`config.mk`:
```
export PLATFORM = sky130hd
export DESIGN_NAME = vga_scan_ctrl
export DESIGN_NICKNAME = d
export VERILOG_FILES = /design/src/rtl/vga_timing_pkg.sv /design/src/rtl/vga_delay_line.sv /design/src/rtl/vga_scan_ctrl.sv
export SDC_FILE = /design/constraint.sdc
export NUM_CORES = 1
export LEC_CHECK = 0
export CELL_PAD_IN_SITES_DETAIL_PLACEMENT = 0
export CELL_PAD_IN_SITES_GLOBAL_PLACEMENT = 2
export CORE_ASPECT_RATIO = 1.1
export CORE_MARGIN = 3
export CORE_UTILIZATION = 31
export DETAILED_ROUTE_END_ITERATION = 7
export PLACE_DENSITY_LB_ADDON = 0.08
export SYNTH_ARGS = -nofsm -noshare
export SYNTH_HDL_FRONTEND = slang
export SYNTH_HIERARCHICAL = 1
export SYNTH_SLANG_ARGS = --single-unit
```
`constraint.sdc`:
```
create_clock -name vga_clk -period 5.8 [get_ports vga_clk]
set_input_delay 1.74 -clock vga_clk [delete_from_list [all_inputs] [get_ports vga_clk]]
set_output_delay 1.74 -clock vga_clk [all_outputs]
set_load 0.03 [all_outputs]
```
`src/rtl/vga_timing_pkg.sv`:
```
// Default 640x480@60 timing constants, colour word layout and the
// flag bundle that travels down the sync/blank alignment pipe.
package vga_timing_pkg;

    localparam int H_ACTIVE = 640;
    localparam int H_FP     = 16;
    localparam int H_SYNC   = 96;
    localparam int H_BP     = 48;
    localparam int V_ACTIVE = 480;
    localparam int V_FP     = 10;
    localparam int V_SYNC   = 2;
    localparam int V_BP     = 33;

    localparam int H_TOTAL  = H_ACTIVE + H_FP + H_SYNC + H_BP;
    localparam int V_TOTAL  = V_ACTIVE + V_FP + V_SYNC + V_BP;

    // Colour word is {B[11:8], G[7:4], R[3:0]}.
    localparam int COLOR_W     = 4;
    localparam int COLOR_R_LSB = 0;
    localparam int COLOR_G_LSB = 4;
    localparam int COLOR_B_LSB = 8;

    localparam logic [11:0] BLACK = 12'h000;

    // Region flags produced from the counters; hs/vs are active low.
    typedef struct packed {
        logic active;
        logic hs;
        logic vs;
    } scan_flags_t;

    // Blanked, both syncs released: the value the pipe holds in reset.
    localparam scan_flags_t FLAGS_IDLE = '{active: 1'b0, hs: 1'b1, vs: 1'b1};

endpackage

```
`src/rtl/vga_delay_line.sv`:
```
// WIDTH x DEPTH shift register with async reset to RESET_VAL.
// DEPTH = 0 degenerates to a wire.
module vga_delay_line #(
    parameter int               WIDTH     = 1,
    parameter int               DEPTH     = 1,
    parameter logic [WIDTH-1:0] RESET_VAL = '0
) (
    input  logic             vga_clk,
    input  logic             vga_rst_n,
    input  logic [WIDTH-1:0] din,
    output logic [WIDTH-1:0] dout
);

    if (DEPTH == 0) begin : g_bypass
        logic unused_clk_rst;
        assign unused_clk_rst = ^{vga_clk, vga_rst_n};
        assign dout = din;
    end else begin : g_pipe
        logic [WIDTH-1:0] stage [DEPTH];

        // Shift din one stage per clock; every stage returns to RESET_VAL in reset.
        // NOTE: these stages are a handful of flops, not a RAM, so resetting
        // them is cheap and required: a stale sync bit must never leak out.
        always_ff @(posedge vga_clk or negedge vga_rst_n) begin
            if (!vga_rst_n) begin
                for (int i = 0; i < DEPTH; i++) stage[i] <= RESET_VAL;
            end else begin
                stage[0] <= din;
                for (int i = 1; i < DEPTH; i++) stage[i] <= stage[i-1];
            end
        end

        assign dout = stage[DEPTH-1];
    end

endmodule

```
`src/rtl/vga_scan_ctrl.sv`:
```
// VGA scan timing generator and pin stage. Counters give renderers
// their coordinates; sync and blanking are delayed by the renderer
// latency so colour and sync for the same pixel reach the pins together.
module vga_scan_ctrl #(
    parameter int H_ACTIVE = vga_timing_pkg::H_ACTIVE,
    parameter int H_FP     = vga_timing_pkg::H_FP,
    parameter int H_SYNC   = vga_timing_pkg::H_SYNC,
    parameter int H_BP     = vga_timing_pkg::H_BP,
    parameter int V_ACTIVE = vga_timing_pkg::V_ACTIVE,
    parameter int V_FP     = vga_timing_pkg::V_FP,
    parameter int V_SYNC   = vga_timing_pkg::V_SYNC,
    parameter int V_BP     = vga_timing_pkg::V_BP,
    parameter int PIPE_DLY = 1
) (
    input  logic        vga_clk,
    input  logic        vga_rst_n,
    input  logic [11:0] pixel_data,
    output logic [9:0]  x_pos,
    output logic [9:0]  y_pos,
    output logic        frame_start,
    output logic        in_vblank,
    output logic        vga_hs,
    output logic        vga_vs,
    output logic [3:0]  vga_r,
    output logic [3:0]  vga_g,
    output logic [3:0]  vga_b
);

    import vga_timing_pkg::scan_flags_t;
    import vga_timing_pkg::FLAGS_IDLE;
    import vga_timing_pkg::BLACK;
    import vga_timing_pkg::COLOR_W;
    import vga_timing_pkg::COLOR_R_LSB;
    import vga_timing_pkg::COLOR_G_LSB;
    import vga_timing_pkg::COLOR_B_LSB;

    localparam int H_TOTAL  = H_ACTIVE + H_FP + H_SYNC + H_BP;
    localparam int V_TOTAL  = V_ACTIVE + V_FP + V_SYNC + V_BP;
    localparam int HS_START = H_ACTIVE + H_FP;
    localparam int HS_END   = HS_START + H_SYNC;
    localparam int VS_START = V_ACTIVE + V_FP;
    localparam int VS_END   = VS_START + V_SYNC;

    if (H_TOTAL > 1024 || V_TOTAL > 1024) begin : g_bad_totals
        $error("vga_scan_ctrl: H_TOTAL/V_TOTAL must fit 10-bit counters");
    end
    if (PIPE_DLY < 0 || PIPE_DLY > 3) begin : g_bad_dly
        $error("vga_scan_ctrl: PIPE_DLY must be in 0..3");
    end

    logic [9:0]  h_cnt;
    logic [9:0]  v_cnt;
    scan_flags_t flags_raw;
    scan_flags_t flags_d;
    logic [11:0] colour_sel;

    // Raster counters: h wraps every line, v advances on each h wrap.
    // NOTE: state uses non-blocking (<=) so every flop samples pre-edge
    // values; blocking here would make the result depend on statement order.
    always_ff @(posedge vga_clk or negedge vga_rst_n) begin
        if (!vga_rst_n) begin
            h_cnt <= '0;
            v_cnt <= '0;
        end else if (h_cnt == 10'(H_TOTAL - 1)) begin
            h_cnt <= '0;
            if (v_cnt == 10'(V_TOTAL - 1)) v_cnt <= '0;
            else                           v_cnt <= v_cnt + 10'd1;
        end else begin
            h_cnt <= h_cnt + 10'd1;
        end
    end

    // Decode display region and sync windows from the current counters.
    // NOTE: defaults first so every path assigns every field; no latch.
    always_comb begin
        flags_raw        = FLAGS_IDLE;
        flags_raw.active = (h_cnt < 10'(H_ACTIVE)) && (v_cnt < 10'(V_ACTIVE));
        flags_raw.hs     = !((h_cnt >= 10'(HS_START)) && (h_cnt < 10'(HS_END)));
        flags_raw.vs     = !((v_cnt >= 10'(VS_START)) && (v_cnt < 10'(VS_END)));
    end

    vga_delay_line #(
        .WIDTH     ($bits(scan_flags_t)),
        .DEPTH     (PIPE_DLY),
        .RESET_VAL (FLAGS_IDLE)
    ) u_align (
        .vga_clk   (vga_clk),
        .vga_rst_n (vga_rst_n),
        .din       (flags_raw),
        .dout      (flags_d)
    );

    assign colour_sel = flags_d.active ? pixel_data : BLACK;

    // Pin register: sync from the aligned flags, colour forced black in blanking.
    always_ff @(posedge vga_clk or negedge vga_rst_n) begin
        if (!vga_rst_n) begin
            vga_hs <= 1'b1;
            vga_vs <= 1'b1;
            vga_r  <= '0;
            vga_g  <= '0;
            vga_b  <= '0;
        end else begin
            vga_hs <= flags_d.hs;
            vga_vs <= flags_d.vs;
            vga_r  <= colour_sel[COLOR_R_LSB +: COLOR_W];
            vga_g  <= colour_sel[COLOR_G_LSB +: COLOR_W];
            vga_b  <= colour_sel[COLOR_B_LSB +: COLOR_W];
        end
    end

    assign x_pos       = h_cnt;
    assign y_pos       = v_cnt;
    assign frame_start = (h_cnt == 10'd0) && (v_cnt == 10'd0);
    assign in_vblank   = (v_cnt >= 10'(V_ACTIVE));

endmodule

```
* Word level (Yosys, flattened, before mapping)
Cells that the tools add are included.
** Word-level totals
- Bits in registers :: 37
- Latch bits :: 0
- RAM bits :: 0
- Bits in read-only memories :: 0
- Bits of input ports :: 14
- Output and inout bits :: 36
- Word-level logic and storage cells :: 30
- Memories :: 0
** Cells by class
- Add/subtract/negate cells :: 2
- Multiply operators :: 0
- Div/mod/pow operators :: 0
- Magnitude comparators :: 7
- Eq/ne operators :: 2
- Shift operators :: 0
- Mux-type cells :: 3
- Bitwise operators :: 0
- Reductions and logical operators :: 8
** Operator list (count)
- $add 10x1->10 const B :: 2
- $eq 10x10->1 const B :: 2
- $ge 10x9->1 const B :: 2
- $logic_not 10->1 :: 2
- $lt 10x10->1 const B :: 2
- $lt 10x9->1 const B :: 2
- $mux 10 :: 2
- $mux 12 :: 1
- $ge 10x10->1 const B :: 1
- $logic_and 1x1->1 :: 4
- $logic_not 1->1 :: 2

* Longest topological paths before layout
- Word-level depth :: 3
- Mapped depth :: 6
- Depth with buffers taken out :: 6

* Modules after synthesis
The synthesis kept the hierarchy.
** By module, submodules not included
- vga_scan_ctrl :: instances 1, cells each 138, area an instance 1526.5 sq um, sequential area each 853.3 sq um
- vga_delay_line :: instances 1, cells each 3, area an instance 77.6 sq um, sequential area each 77.6 sq um

* Worst setup path before layout
OpenSTA, ideal clock, no wires.
- Path type :: register to output
- Start :: register v_cnt[0], in the netlist y_pos[0]
- End :: output frame_start
- Arrival :: 2.027 ns
- Required time :: 4.060 ns
- Path slack :: 2.033 ns
- Stages on the path, launching flop included :: 6
- Buffers on the path :: 0
- Path through :: dfrtp_1 > inv_1 > ha_1 > nor2b_1 > nand4_1 > nor4_1
** On the way
- Cells in the longest elaborated chain, start to end :: 2
** Ends and longest elaborated chain
- start: declaration :: RTL line vga_scan_ctrl.sv:52 : logic [9:0] v_cnt;
- start signal: assignment :: RTL line vga_scan_ctrl.sv:67 : else v_cnt <= v_cnt + 10'd1;
- $logic_not 10->1 :: RTL line vga_scan_ctrl.sv:114 : assign frame_start = (h_cnt == 10'd0) && (v_cnt == 10'd0);
- $logic_and 1x1->1 :: RTL line vga_scan_ctrl.sv:114
- end: declaration :: RTL line vga_scan_ctrl.sv:20 : output logic frame_start,
No other way between the ends.

* Final worst setup path
- Start :: register v_cnt[6], in the netlist y_pos[6]
- End :: output frame_start
The elaborated chain is that of the path after synthesis.

==> impl_results.md <==
* Status: finished clean
* Hold buffer count at cts at 0
* Starting Density at 33.3%
* Largest net degree at the start of global routing at 38
* Final-report hold violation count at 0
* Fraction of registers with async set/reset at 100%
* Min Tclk post-route at 4160 ps
* Max IR drop VDD at 88.2 uV
* Clock Pin Slew Worst Setup and Hold Paths at 70 ps
* DRT antenna net count at 0
* Fmax at 240 MHz
* Number of synthesized flops with an enable pin at 0
* Die outline height at 81.4 um
* Pleak at 0.951 nW
* Vias/cell at 4.85
* Crit path required time at 4060 ps
* First-pass GRT wire length at 5890 um
* I/O pin count at 50
* FF+latch count, synth at 37
* H-tree Lvls at 2
* Post-CTS Resized at 0
* Tot GR Track Use at 13.0%
* TNS Setup at 0 ps
* HP Class: register to register
* Port Buffers at 49
* Syn_nets at 160
* Critical Path AT at 2420 ps
* Max-slew violations at 0
* Die ar. at 6070 um2
* Cell Area, Synth at 1600 um2
* CP Capture Type: output port
* Antenna cells at 0
* Vias in the first global route at 1171
* Critical path fanouts, max at 5
* Area Growth Syn to Fin at 40.6%
* Total number of vias at 1228
* Final setup skew at 5.99 ps
* Initial antenna violation count at 0
* Clock Sinks at 37
* RSZ-0062 raised after global routing: no
* Post-synthesis sequential area ratio at 58.0%
* CTS tree: built
* Residual DRC at 0
* Drt wl/cell at 14.4 um
* Syn Area/Cell at 11.4 um2
* Tcrit/Tclk final at 71.7%
* Post-DP HPWL at 2620 um
* GR Overflow Total at 0
* Top FF cell, synth: dfrtp_1
* Die W at 74.6 um
* Mapped Cells at 141
* Post-Route WL at 3630 um
* FP Rows at 26
* Gpl congestion at 0.773
* Power Density at 213 nW/um2
* Clk buf depth at 2
* Share of post-route cells with drive strength above 1 at 9.14%
* Max_slew headroom at 66.8%
* Root Driver: clkbuf_8
* Max Cap Viol at 0
* Post-layout util at 46.9%
* Setup violators final at 0
* Critical path class: register to output port
* Yosys warns at 6
* Worst hold slack at 357 ps
* Core area at 4810 um2
* Nets at 215
* Initial DRC count at 43
* Synth cell types at 36
* CTS Buf Count at 5
* Postcts setup bufs at 0
* Worst slew pin tran at 494 ps
* Clock Latency Late Sink at 280 ps
* Initial DRT Pass Iterations at 3
* Startpoint Class: register
==> power by group <==
group / internal (mW) / total, mW / switching (mW)
clock: 0.0969 / 0.183 / 0.0857
sequential: 0.262 / 0.263 / 0.000927
combinational: 0.0172 / 0.0342 / 0.0170
==> cell usage after synthesis (all sizes together), types with 2 or more instances <==
cell type,number,area [um2]
dfrtp,33,826
and2,14,88.8
nand4,8,50.1
nor2,8,30.0
nand3,7,35.0
inv,6,22.5
nand2,6,22.5
o21ai,6,30.0
and3,5,31.3
ha,5,62.6
xnor2,5,43.8
xor2,5,43.8
dfstp,4,105
nor4,4,25.0
nor3,3,15.0
a31oi,2,18.8
clkbuf,2,8.75
nor2b,2,12.5
o21a,2,15.0
or3,2,13.8
==> kinds of logic after synthesis <==
group / count (synthesis) / share of synthesized area [%]
AND/OR/NAND/NOR: 63 / 22.5
adder cells (fa/ha/maj): 5 / 3.90
XOR/XNOR: 10 / 5.46
flip-flops: 37 / 58.0
multiplexers: 2 / 1.33
buffers and inverters: 9 / 2.26
AO/OA/AOI/OAI: 15 / 6.47
==> worst paths after layout <==
path,from,end,slack (ps),depth (start not counted)
hold reg to reg,u_align/dout[1]$_DFF_PN1_,vga_hs$_DFF_PN1_,360,0
setup / recovery,y_pos[6]$_DFFE_PN0N_,frame_start,1640,4
hold / removal,u_align/dout[1]$_DFF_PN1_,vga_hs$_DFF_PN1_,360,0
min in group asynchronous,vga_rst_n,x_pos[6]$_DFF_PN0_,1890,2
setup reg to reg,x_pos[5]$_DFF_PN0_,y_pos[9]$_DFFE_PN0N_,3750,4
max in group asynchronous,vga_rst_n,u_align/dout[1]$_DFF_PN1_,3570,2
==> flip-flops by register name, indices dropped and copies added (netlist names) <==
signal        flops
u_align/dout      3
vga_r             4
y_pos            10
vga_b             4
vga_vs            1
x_pos            10
vga_hs            1
vga_g             4
==> metrics by stage <==
step	total power, mW	cells	area, um2	worst slack (ps)
after detailed placement	0.303	245	2170	1940
after global placement	0.303	245	2170	1940
after floorplan	0.280	141	1600	2030
after global routing	0.503	253	2260	1430
final	0.480	253	2260	1640
after CTS	0.491	253	2260	1590
==> critical path, cell delays in order (launching register included) <==
cell and delay (ps):
dfrtp_1 430, nor4_1 490, nand4_1 160, nor4_1 320
clkdlybuf4s50_1 740
==> routing by layer <==
metal | track usage [%] | share of wire, % | vias to the layer above
met5 | 0 | 0 | -
met4 | 4.80 | 1.5 | 0
met3 | 4.41 | 6.8 | 6
met2 | 19.8 | 44 | 45
met1 | 17.1 | 48 | 571
li1 | - | - | 606
==> placed cells by master (no fill, tap or decap), types with 3 or more instances in the layout <==
cell	n
xnor2_1	5
o21ai_0	6
dfstp_2	4
xor2_1	5
clkdlybuf4s50_1	49
nor4_1	4
and2_1	13
inv_1	6
dfrtp_1	33
nand4_1	8
clkbuf_8	6
nor3_1	3
nand3_1	7
nor2_1	8
and3_1	5
ha_1	5
nand2_1	6
==> area by class of cell <==
class | instances | area, um2
Clock buffer | 8 | 90.1
Fill cell | 470 | 2560
Inverter | 6 | 22.5
Multi-Input combinational cell | 95 | 637
Sequential cell | 37 | 931
Tap cell | 56 | 70.1
Timing Repair Buffer | 51 | 505
(Power assumes the default switching activity.)
